$ cat src/rtl/seq_pattern_tx.sv
// Serial pattern transmitter: shifts a latched pattern out MSB-first, repeat_n+1 times with idle gaps.
// Define SEQ_PATTERN_TX_PARITY_EN to append an even-parity bit after every repetition.
module seq_pattern_tx #(
    parameter int              PAT_W     = 4,
    parameter logic [PAT_W-1:0] PAT_RESET = 4'b1010,
    parameter int              CNT_W     = 4,
    parameter int              GAP_LEN   = 1
) (
    input  logic             clk,
    input  logic             reset,
    input  logic             start,
    input  logic [PAT_W-1:0] pattern,
    input  logic [CNT_W-1:0] repeat_n,
    input  logic             abort,
    output logic             ready,
    output logic             busy,
    output logic             ser_out,
    output logic             ser_valid,
    output logic             frame_start,
    output logic             done
);

    localparam int IDX_W = (PAT_W > 1) ? $clog2(PAT_W) : 1;
    localparam logic [IDX_W-1:0] IDX_MSB = IDX_W'(PAT_W - 1);

`ifdef SEQ_PATTERN_TX_PARITY_EN
    typedef enum logic [2:0] {IDLE, SEND, PAR, GAP, DONE} state_t;
`else
    typedef enum logic [2:0] {IDLE, SEND, GAP, DONE} state_t;
`endif

    state_t           state, state_d;
    logic [PAT_W-1:0] pat_q, pat_d;
    logic [CNT_W-1:0] repn_q, repn_d;
    logic [CNT_W-1:0] cnt_q, cnt_d;
    logic [IDX_W-1:0] idx_q, idx_d, idx_dec;
    logic [3:0]       gap_q, gap_d;
    logic             ready_d, busy_d, ser_out_d, ser_valid_d, frame_start_d, done_d;
    logic             rep_end, load_msb;

    always_ff @(posedge clk) begin
        if (reset) begin
            state       <= IDLE;
            pat_q       <= PAT_RESET;
            repn_q      <= '0;
            cnt_q       <= '0;
            idx_q       <= '0;
            gap_q       <= '0;
            ready       <= 1'b1;
            busy        <= 1'b0;
            ser_out     <= 1'b0;
            ser_valid   <= 1'b0;
            frame_start <= 1'b0;
            done        <= 1'b0;
        end else begin
            state       <= state_d;
            pat_q       <= pat_d;
            repn_q      <= repn_d;
            cnt_q       <= cnt_d;
            idx_q       <= idx_d;
            gap_q       <= gap_d;
            ready       <= ready_d;
            busy        <= busy_d;
            ser_out     <= ser_out_d;
            ser_valid   <= ser_valid_d;
            frame_start <= frame_start_d;
            done        <= done_d;
        end
    end

    // Outputs are computed from the next state so they appear registered in the same cycle as that state.
    always_comb begin
        state_d       = state;
        pat_d         = pat_q;
        repn_d        = repn_q;
        cnt_d         = cnt_q;
        idx_d         = idx_q;
        gap_d         = gap_q;
        idx_dec       = idx_q - 1'b1;
        ser_out_d     = 1'b0;
        ser_valid_d   = 1'b0;
        frame_start_d = 1'b0;
        rep_end       = 1'b0;
        load_msb      = 1'b0;

        case (state)
            IDLE: begin
                if (start) begin
                    pat_d         = pattern;
                    repn_d        = repeat_n;
                    cnt_d         = '0;
                    state_d       = SEND;
                    idx_d         = IDX_MSB;
                    ser_out_d     = pattern[PAT_W-1];
                    ser_valid_d   = 1'b1;
                    frame_start_d = 1'b1;
                end
            end
            SEND: begin
                if (idx_q != '0) begin
                    idx_d       = idx_dec;
                    ser_out_d   = pat_q[idx_dec];
                    ser_valid_d = 1'b1;
                end else begin
`ifdef SEQ_PATTERN_TX_PARITY_EN
                    state_d     = PAR;
                    ser_out_d   = ^pat_q;
                    ser_valid_d = 1'b1;
`else
                    rep_end = 1'b1;
`endif
                end
            end
`ifdef SEQ_PATTERN_TX_PARITY_EN
            PAR: rep_end = 1'b1;
`endif
            GAP: begin
                if (int'(gap_q) + 1 >= GAP_LEN) begin
                    load_msb = 1'b1;
                end else begin
                    gap_d = gap_q + 1'b1;
                end
            end
            DONE:    state_d = IDLE;
            default: state_d = IDLE;
        endcase

        if (rep_end) begin
            if (cnt_q < repn_q) begin
                cnt_d = cnt_q + 1'b1;
                if (GAP_LEN > 0) begin
                    state_d = GAP;
                    gap_d   = '0;
                end else begin
                    load_msb = 1'b1;
                end
            end else begin
                state_d = DONE;
            end
        end

        if (load_msb) begin
            state_d       = SEND;
            idx_d         = IDX_MSB;
            ser_out_d     = pat_q[PAT_W-1];
            ser_valid_d   = 1'b1;
            frame_start_d = 1'b1;
        end

        // Abort only cuts an active transfer; the latched pattern is kept.
        if (abort && state != IDLE && state != DONE) begin
            state_d       = IDLE;
            cnt_d         = '0;
            idx_d         = '0;
            gap_d         = '0;
            ser_out_d     = 1'b0;
            ser_valid_d   = 1'b0;
            frame_start_d = 1'b0;
        end

        ready_d = (state_d == IDLE);
        busy_d  = (state_d != IDLE);
        done_d  = (state_d == DONE);
    end

endmodule

$ cat config.mk
export PLATFORM = sky130hd
export DESIGN_NAME = seq_pattern_tx
export DESIGN_NICKNAME = d
export VERILOG_FILES = /design/src/rtl/seq_pattern_tx.sv
export SDC_FILE = /design/constraint.sdc
export NUM_CORES = 1
export LEC_CHECK = 0
export ABC_AREA = 0
export ABC_CLOCK_PERIOD_IN_PS = 1700
export CAP_MARGIN = 20
export CORE_MARGIN = 10
export CORE_UTILIZATION = 30
export CTS_CLUSTER_SIZE = 28
export DETAILED_ROUTE_END_ITERATION = 6
export GPL_ROUTABILITY_DRIVEN = 0
export GPL_TIMING_DRIVEN = 1
export PLACE_DENSITY = 0.6
export SYNTH_ARGS = -nofsm -noshare
export SYNTH_HDL_FRONTEND = slang
export SYNTH_SLANG_ARGS = --single-unit
export TNS_END_PERCENT = 5
$ cat constraint.sdc
create_clock -name clk -period 1.7 [get_ports clk]
set_input_delay 0.51 -clock clk [delete_from_list [all_inputs] [get_ports clk]]
set_output_delay 0.51 -clock clk [all_outputs]
set_load 0.005 [all_outputs]
**Word level (Yosys, flattened, before mapping)**

Cells that the tools add are included.

- Flip-flop bits (word level): 27
- Input port bits: 12
- Output and inout bits: 6
- Word-level logic and storage cells: 71

- Add/subtract/negate cells: 4
- Magnitude comparators: 3
- Equality and inequality tests: 6
- Multiplexer cells: 34
- Reductions and logical operators: 12

Operator list:

| cell | count |
|---|---|
| $mux 4 | 8 |
| $mux 1 | 14 |
| $mux 3 | 4 |
| $reduce_bool 3->1 | 3 |
| $add 4x1->4 const B | 2 |
| $eq 3x2->1 const B | 2 |
| $logic_not 3->1 | 2 |
| $mux 2 | 3 |
| $ne 3x3->1 const B | 2 |
| $pmux 3 s2 | 1 |
| $add 4x1->5 const B | 1 |
| $ge 5x1->1 const B | 1 |
| $lt 4x4->1 | 1 |
| $pmux 1 s2 | 2 |
| $pmux 2 s2 | 1 |
| $reduce_or 2->1 | 2 |
| $eq 3x1->1 const B | 1 |
| $lt 2x3->1 const B | 1 |
| $ne 3x2->1 const B | 1 |
| $reduce_and 3->1 | 1 |
| $bmux 1 s2 | 1 |
| $logic_and 1x1->1 | 2 |
| $reduce_and 2->1 | 1 |
| $reduce_bool 2->1 | 1 |
| $sub 2x1->2 const B | 1 |

**Logic depth before layout (Yosys ltp)**

Gate-level depths: netlist (run 1).

- Word-level depth: 7
- Gate-level depth with buffers: 7
- Mapped depth without buffers: 7

**Least setup slack after synthesis (run 1)**

Ideal clock, no wire load.

- Path kind: register to register
- Start: register gap_q[0]
- End: register done
- Setup time: 92 ps
- Arrival time: 1,538 ps
- Required time: 1,608 ps
- Setup slack: 70 ps
- Cell stages (with the launch flop): 8
- Buffers on the path: 0
- Period minus slack after synthesis: 1,630 ps
- Cells stage by stage: dfxtp_1 -> inv_1 -> ha_1 -> nor4b_1 -> o21ai_0 -> nand2_1 -> nand3_1 -> nor4_1

- Word-level cells in the longest chain between the ends: 7

Ends and longest elaborated chain:

| element | RTL line | text |
|---|---|---|
| start: declaration | 37 | `logic [3:0] gap_q, gap_d;` |
| start signal: assignment | 61 | `gap_q <= gap_d;` |
| $add 4x1->5 | 118 | `if (int'(gap_q) + 1 >= GAP_LEN) begin` |
| $ge 5x1->1 | 118 |  |
| $mux 1 | 118 |  |
| $mux 1 | 86 | `case (state)` |
| $mux 3 | 142 | `if (load_msb) begin` |
| $mux 3 | 151 | `if (abort && state != IDLE && state != DONE) begin` |
| $eq 3x2->1 | 163 | `done_d = (state_d == DONE);` |
| end signal: assignment | 67 | `done <= done_d;` |
| end: declaration | 20 | `output logic done` |

Every way passes these cells.
A chain may end at the register's enable or synchronous reset.

**Worst setup path in the final report (run 1)**

- Start: register cnt_q[3]
- End: register busy

- Word-level cells in the longest chain between the ends: 6

Ends and longest elaborated chain:

| element | RTL line | text |
|---|---|---|
| start: declaration | 35 | `logic [CNT_W-1:0] cnt_q, cnt_d;` |
| start signal: assignment | 59 | `cnt_q <= cnt_d;` |
| $lt 4x4->1 | 129 | `if (cnt_q < repn_q) begin` |
| $mux 1 | 129 |  |
| $mux 3 | 128 | `if (rep_end) begin` |
| $mux 3 | 142 |  |
| $mux 3 | 151 |  |
| $reduce_bool 3->1 | 162 | `busy_d = (state_d != IDLE);` |
| end signal: assignment | 63 | `busy <= busy_d;` |
| end: declaration | 16 | `output logic busy,` |

Every way passes these cells.

==> results of run 1 <==
==> area by class of cell <==
class / count / area (um2)
fillers: 380 / 2210
multi-input cells: 101 / 706
flip-flops and latches: 27 / 549
repair buffers: 41 / 367
well taps: 50 / 62.6
clock buffers: 4 / 45.0
inverters: 8 / 30.0
==> per-layer routing <==
metal	global-route usage [%]	vias to the layer above	share of wire (%)
li1	-	572	-
met1	10.1	512	48
met2	13.3	19	47
met3	2.54	2	4.7
met4	1.83	0	0.65
met5	0	-	0
==> kinds of logic after synthesis <==
group	after synthesis	synth area share [%]
multiplexers	1	1.85
other	1	0.307
AND/OR/NAND/NOR	58	25.3
buffers and inverters	12	3.79
XOR/XNOR	1	0.718
AO/OA/AOI/OAI	33	16.5
flip-flops	27	44.3
adder cells (fa/ha/maj)	7	7.18
==> flip-flops by register name, summed over array words and instances (netlist names) <==
register / flops
ser_valid: 1
gap_q: 4
repn_q: 4
cnt_q: 4
ser_out: 1
busy: 1
idx_q: 2
done: 1
ready: 1
frame_start: 1
pat_q: 4
state: 3
==> per-stage QoR <==
step | TNS [ns] | instances
after floorplan | 0 | 140
after global placement | -0.404 | 222
after detailed placement | -0.864 | 222
after CTS | 0 | 227
after global routing | -0.217 | 231
final | 0 | 231
==> worst paths after layout <==
path | start | endpoint | slack (ns)
worst min register to register | gap_q[2]$_SDFF_PP0_ | gap_q[2]$_SDFF_PP0_ | 0.46
worst max-delay path | cnt_q[3]$_SDFF_PP0_ | busy$_SDFF_PP0_ | 0.03
worst max register to register | cnt_q[3]$_SDFF_PP0_ | busy$_SDFF_PP0_ | 0.03
worst min-delay path | gap_q[2]$_SDFF_PP0_ | gap_q[2]$_SDFF_PP0_ | 0.46
==> repair_timing <==
action / in CTS / in global routing
buffers inserted: 1 / 4
resized for setup: 8 / 13
setup endpoints to repair: 10 / 12
pin swaps: 4 / 5
==> layout by cell type, fill, tap and decap left out, types with 4 or more instances in the layout <==
cell             count
nand2_1             22
o211ai_1             5
dfxtp_2              4
o21ai_0              6
buf_4               22
ha_1                 5
inv_1                6
nand3b_1             6
nor2_1               9
clkdlybuf4s50_1     17
a21oi_1             13
dfxtp_1             22
==> power by group through the flow <==
stage	clock [W]	combinational [W]	sequential, W
6_report	0.000361	0.000188	0.000662
3_3_place_gp	0	0.000173	0.000677
3_5_place_dp	0	0.000176	0.000678
5_1_grt	0.000391	0.000207	0.000666
4_1_cts	0.000370	0.000180	0.000664
2_1_floorplan	0	0.0000829	0.000678
==> worst max-delay path: cells and delay by family (launching register included) <==
kind | cells | cell delay (ns)
DFF | 1 | 0.37
AOI/OAI and AO/OA | 4 | 0.95
adders and majority gates | 1 | 0.24
==> metrics.cfg, run 1 <==
[worst_hold_path]
hp-class = reg -> reg
hold_depth = 2

[detailed_routing]
drt_iter0_markers = 59
routed-via-count = 1105
drtAntennaViolNets = 0
drt_wl_total_um = 2900
post_drt_wl_per_cell_um = 12.6
drcViolationCount = 0
drt_pre_antenna_iters = 4
viasPerCell = 4.78

[yosys]
synth_ff_type = dfxtp_1
avgSynthCellArea_um2 = 8.71
async_reset_ff_share_pct = 0
syn_inst = 140
synth_nets = 159
synth.top_cell.area_share_pct = 44.3
synth-seq-area-share_pct = 44.3
ys_top_cells_by_area = dfxtp_1, ha_1, nand2_1
yosysWarnings = 0
synth_commonest_cells = dfxtp_1, nand2_1, a21oi_1
synth_area_leader_cell = dfxtp_1
syn_area_um2 = 1220
synth_edf_count = 0
synth_most_common_cell = dfxtp_1
synth_seq_cells = 27
synthDistinctLibCells = 31

[status]
status = finished, final reports clean

[cells_and_area]
n_antenna_cell = 0
postLayoutCellArea_um2 = 1760
syn_to_final_growth_pct = 44.2
fin_nets = 201
drive_gt1_share_pct = 26.5
postLayoutCoreUtil_pct = 44.3

[global_route]
antenna_found_initial = 0
grt_usage_pct = 8.14
grt-ovfl-total = 0
grt_max_degree = 15
grt_pass1_wl_um = 5040
grt_pass1_vias = 1134

[timing]
slew_violations = 0
finalHoldViolations = 0
setup_violations = 0
fmax_ghz = 0.597
post-route-period-util_pct = 98.5
setup_slack_ns = 0.0255
hold_slack_ns = 0.457
clock_skew_ns = 0.00390
rsz0062_at_grt = true
layout_min_cycle_time_ns = 1.67

[placement]
place_ws_ns = -0.163
port_buffers = 17
dp_hpwl_um = 2200
placed_area_um2 = 1590

[floorplan]
die_area_um2 = 7020
die_h_um = 83.8
die_w_um = 83.8
rows = 23
core_area_um2 = 3970
ios = 18
start_util_pct = 30.7

[clock_tree]
htree_levels = 1
clk_path_buf_depth = 2
hold_buffers = 0
cts_tree = built
clk_latency_ns = 0.26
cts_made_buffers = 3
numClockSinks = 27
cts.reportedPaths.clkPinSlew_ns = 0.09
cts_root_buffer = clkbuf_8

[job]
cap_violations = 0

[critical_path]
arrival_ns = 1.83
crit_path_cell_trace = ha_4, a2111o_1, o21bai_1, a21oi_2, o21bai_1
critPathMaxStageDelay_ns = 0.50
reg2regPathDepth = 5
cp_slowest_cell = a2111o_1
cp-end-kind = register
crit_path_frequent_cell = o21bai_1
start_kind = register
critical_path_class = reg -> reg
cp_max_fo = 5
required_ns = 1.86

[power_and_ir_drop]
p_int_w = 0.000923
power_switching_w = 0.000287
peakVddDrop_uv = 363
pwr-share-seq_pct = 54.7
p_per_area_nw_per_um2 = 688
totalPowerFinal_w = 0.00121
switching_share_pct = 23.7
p_leak_nw = 0.648
clkPwrFrac_pct = 29.8
combPwrFrac_pct = 15.5

Power figures use the tool's default switching activity.
==> run 2: changes to the inputs <==
CORE_UTILIZATION = 47   (was 30)
PLACE_DENSITY = 0.82   (was 0.6)
==> run 2 against run 1 <==
Net effect:
- the flow now finishes with violations (setup timing)
- critical path depth is 1 higher
- sequential cell count did not move
- clock skew shrank 0.0011 ns
- global-route usage up 3.6 points
- first-iteration DRC count shrank 47%
- critical endpoint unchanged
- largest power group unchanged
==> metrics.cfg, run 2 (same netlist as run 1, synthesis figures left out) <==
[cells_and_area]
fin_nets = 200  ; was 201
instances_no_fill = 210  ; was 231
layout_common_cells = nand2_1, buf_4, dfxtp_1  ; was nand2_1, dfxtp_1, buf_4
n_antenna_cell = 0  ; unchanged
syn_to_final_growth_pct = 40.0  ; was 44.2%
drive_gt1_share_pct = 28.9  ; was 26.5%

[global_route]
grt_max_degree = 15  ; unchanged
grt-ovfl-total = 0  ; unchanged
antenna_found_initial = 0  ; unchanged
grt_pass1_wl_um = 5020  ; was 5040 um
grt_pass1_vias = 1202  ; was 1134
grt_usage_pct = 11.7  ; was 8.14%

[power_and_ir_drop]
p_per_area_nw_per_um2 = 656  ; was 688 nW/um2
p_leak_nw = 0.692  ; was 0.648 nW
combPwrFrac_pct = 16.8  ; was 15.5%
power_switching_w = 0.000271  ; was 0.000287 W
clkPwrFrac_pct = 23.6  ; was 29.8%
switching_share_pct = 24.2  ; was 23.7%
pwr-share-seq_pct = 59.6  ; was 54.7%
totalPowerFinal_w = 0.00112  ; was 0.00121 W
p_int_w = 0.000849  ; was 0.000923 W
peakVddDrop_uv = 729  ; was 363 uV

[floorplan]
core_area_um2 = 2480  ; was 3970 um2
ios = 18  ; unchanged
start_util_pct = 49.2  ; was 30.7%
rows = 18  ; was 23
die_area_um2 = 5030  ; was 7020 um2
die_w_um = 70.9  ; was 83.8 um
die_h_um = 70.9  ; was 83.8 um

[detailed_routing]
drt_iter0_markers = 31  ; was 59
met1_length_um = 1240  ; was 1400 um
drt_pre_antenna_iters = 4  ; unchanged
wl_met3_um = 150  ; was 137 um
routed-via-count = 1131  ; was 1105
drcViolationCount = 0  ; unchanged
highest_layer = met4  ; unchanged
drt_wl_total_um = 2980  ; was 2900 um
wl_met2_um = 1570  ; was 1350 um
viasPerCell = 5.39  ; was 4.78
post_drt_wl_per_cell_um = 14.2  ; was 12.6 um
drtAntennaViolNets = 0  ; unchanged

[status]
violations = setup timing
status = finished, violations left  ; was finished, final reports clean

[timing]
setup_slack_ns = -0.00439  ; was 0.0255 ns
final.setup.tns_ns = -0.00782  ; was 0 ns
fmax_ghz = 0.587  ; was 0.597 GHz
layout_min_cycle_time_ns = 1.70  ; was 1.67 ns
clock_skew_ns = 0.00277  ; was 0.00390 ns
slew_violations = 0  ; unchanged
post-route-period-util_pct = 100  ; was 98.5%
finalHoldViolations = 0  ; unchanged
hold_slack_ns = 0.462  ; was 0.457 ns
setup_violations = 2  ; was 0
rsz0062_at_grt = true  ; unchanged

[critical_path]
critical_path_class = reg -> reg  ; unchanged
required_ns = 1.92  ; was 1.86 ns
critPathMaxStageDelay_ns = 0.52  ; was 0.50 ns
crit_path_cell_trace = inv_2, ha_4, a2111o_1, o21bai_1, a21oi_2, o21bai_1  ; was ha_4, a2111o_1, o21bai_1, a21oi_2, o21bai_1
cp_slowest_cell = a2111o_1  ; unchanged
reg2regPathDepth = 6  ; was 5
cp_max_fo = 6  ; was 5
arrival_ns = 1.92  ; was 1.83 ns
reg2reg_to = busy$_SDFF_PP0_  ; unchanged
reg2reg_from = repn_q[3]$_SDFFE_PP0P_  ; was cnt_q[3]$_SDFF_PP0_
cp-end-kind = register  ; unchanged
r2r_slack_ns = -0.004  ; was 0.03 ns
critPathCapture = busy$_SDFF_PP0_  ; unchanged
startpoint = repn_q[3]$_SDFFE_PP0P_  ; was cnt_q[3]$_SDFF_PP0_
crit_path_frequent_cell = o21bai_1  ; unchanged
start_kind = register  ; unchanged

[clock_tree]
numClockSinks = 27  ; unchanged
clk_path_buf_depth = 2  ; unchanged
clk_latency_ns = 0.31  ; was 0.26 ns
cts_made_buffers = 3  ; unchanged
cts_root_buffer = clkbuf_4  ; was clkbuf_8
htree_levels = 1  ; unchanged
cts_tree = built  ; unchanged
cts.reportedPaths.clkPinSlew_ns = 0.13  ; was 0.09 ns

[placement]
place_ws_ns = -0.148  ; was -0.163 ns
dp_hpwl_um = 2150  ; was 2200 um
place_inst = 200  ; was 222
port_buffers = 17  ; unchanged

[job]
cap_violations = 0  ; unchanged

[worst_hold_path]
hp-class = reg -> reg  ; unchanged

-- run 2: layout make-up --
cell class                 instances  area (um2)
sequential                        27         551
inverter                           8        30.0
tap                               30        37.5
clock buffer                       4        26.3
fill                             191         769
timing repair buffer              40         355
multi-input combinational        101         708
-- run 2: per-stage QoR --
stage	instance area [um2]	util (%)
CTS	1640	66.1
global placement	1540	62.1
finish	1710	68.9
global route	1710	68.9
detailed placement	1540	62.1
floorplan	1220	-
-- run 2: worst min path at each step --
stage,start,endpoint,slack [ns],cells past startpoint
final,gap_q[2]$_SDFF_PP0_,gap_q[2]$_SDFF_PP0_,0.46,2
after global routing,pat_q[0]$_SDFFE_PP0P_,pat_q[0]$_SDFFE_PP0P_,0.49,2
after CTS,gap_q[2]$_SDFF_PP0_,gap_q[2]$_SDFF_PP0_,0.46,2
after detailed placement,gap_q[2]$_SDFF_PP0_,gap_q[2]$_SDFF_PP0_,0.45,2
after global placement,gap_q[2]$_SDFF_PP0_,gap_q[2]$_SDFF_PP0_,0.43,2
after floorplan,gap_q[2]$_SDFF_PP0_,gap_q[2]$_SDFF_PP0_,0.42,2
-- run 2: repair_timing --
item / in CTS / in global routing
hold buffers: 0 / 0
setup buffers: 3 / 3
hold endpoints to repair: 0 / 0
gates resized for setup: 17 / 13
pin swaps: 5 / 8
setup endpoints to repair: 16 / 21
-- run 2: worst max-delay path, delay by kind of cell, from the launching register on --
kind            cells  cell delay [ns]
buf+inv             1             0.05
fa+ha+maj           1             0.21
flops               1             0.37
compound gates      4             0.98
-- run 2: layer usage --
metal / vias to the layer above / global-route usage (%)
met5: - / 0
met4: 0 / 3.87
met1: 539 / 11.1
met2: 19 / 22.3
li1: 571 / -
met3: 2 / 4.60
-- run 2: power groups by stage --
stage | combinational, W | sequential [W] | clock (W)
2_1_floorplan | 0.0000829 | 0.000678 | 0
3_3_place_gp | 0.000164 | 0.000678 | 0
3_5_place_dp | 0.000168 | 0.000680 | 0
4_1_cts | 0.000181 | 0.000667 | 0.000278
5_1_grt | 0.000207 | 0.000670 | 0.000311
6_report | 0.000188 | 0.000667 | 0.000264
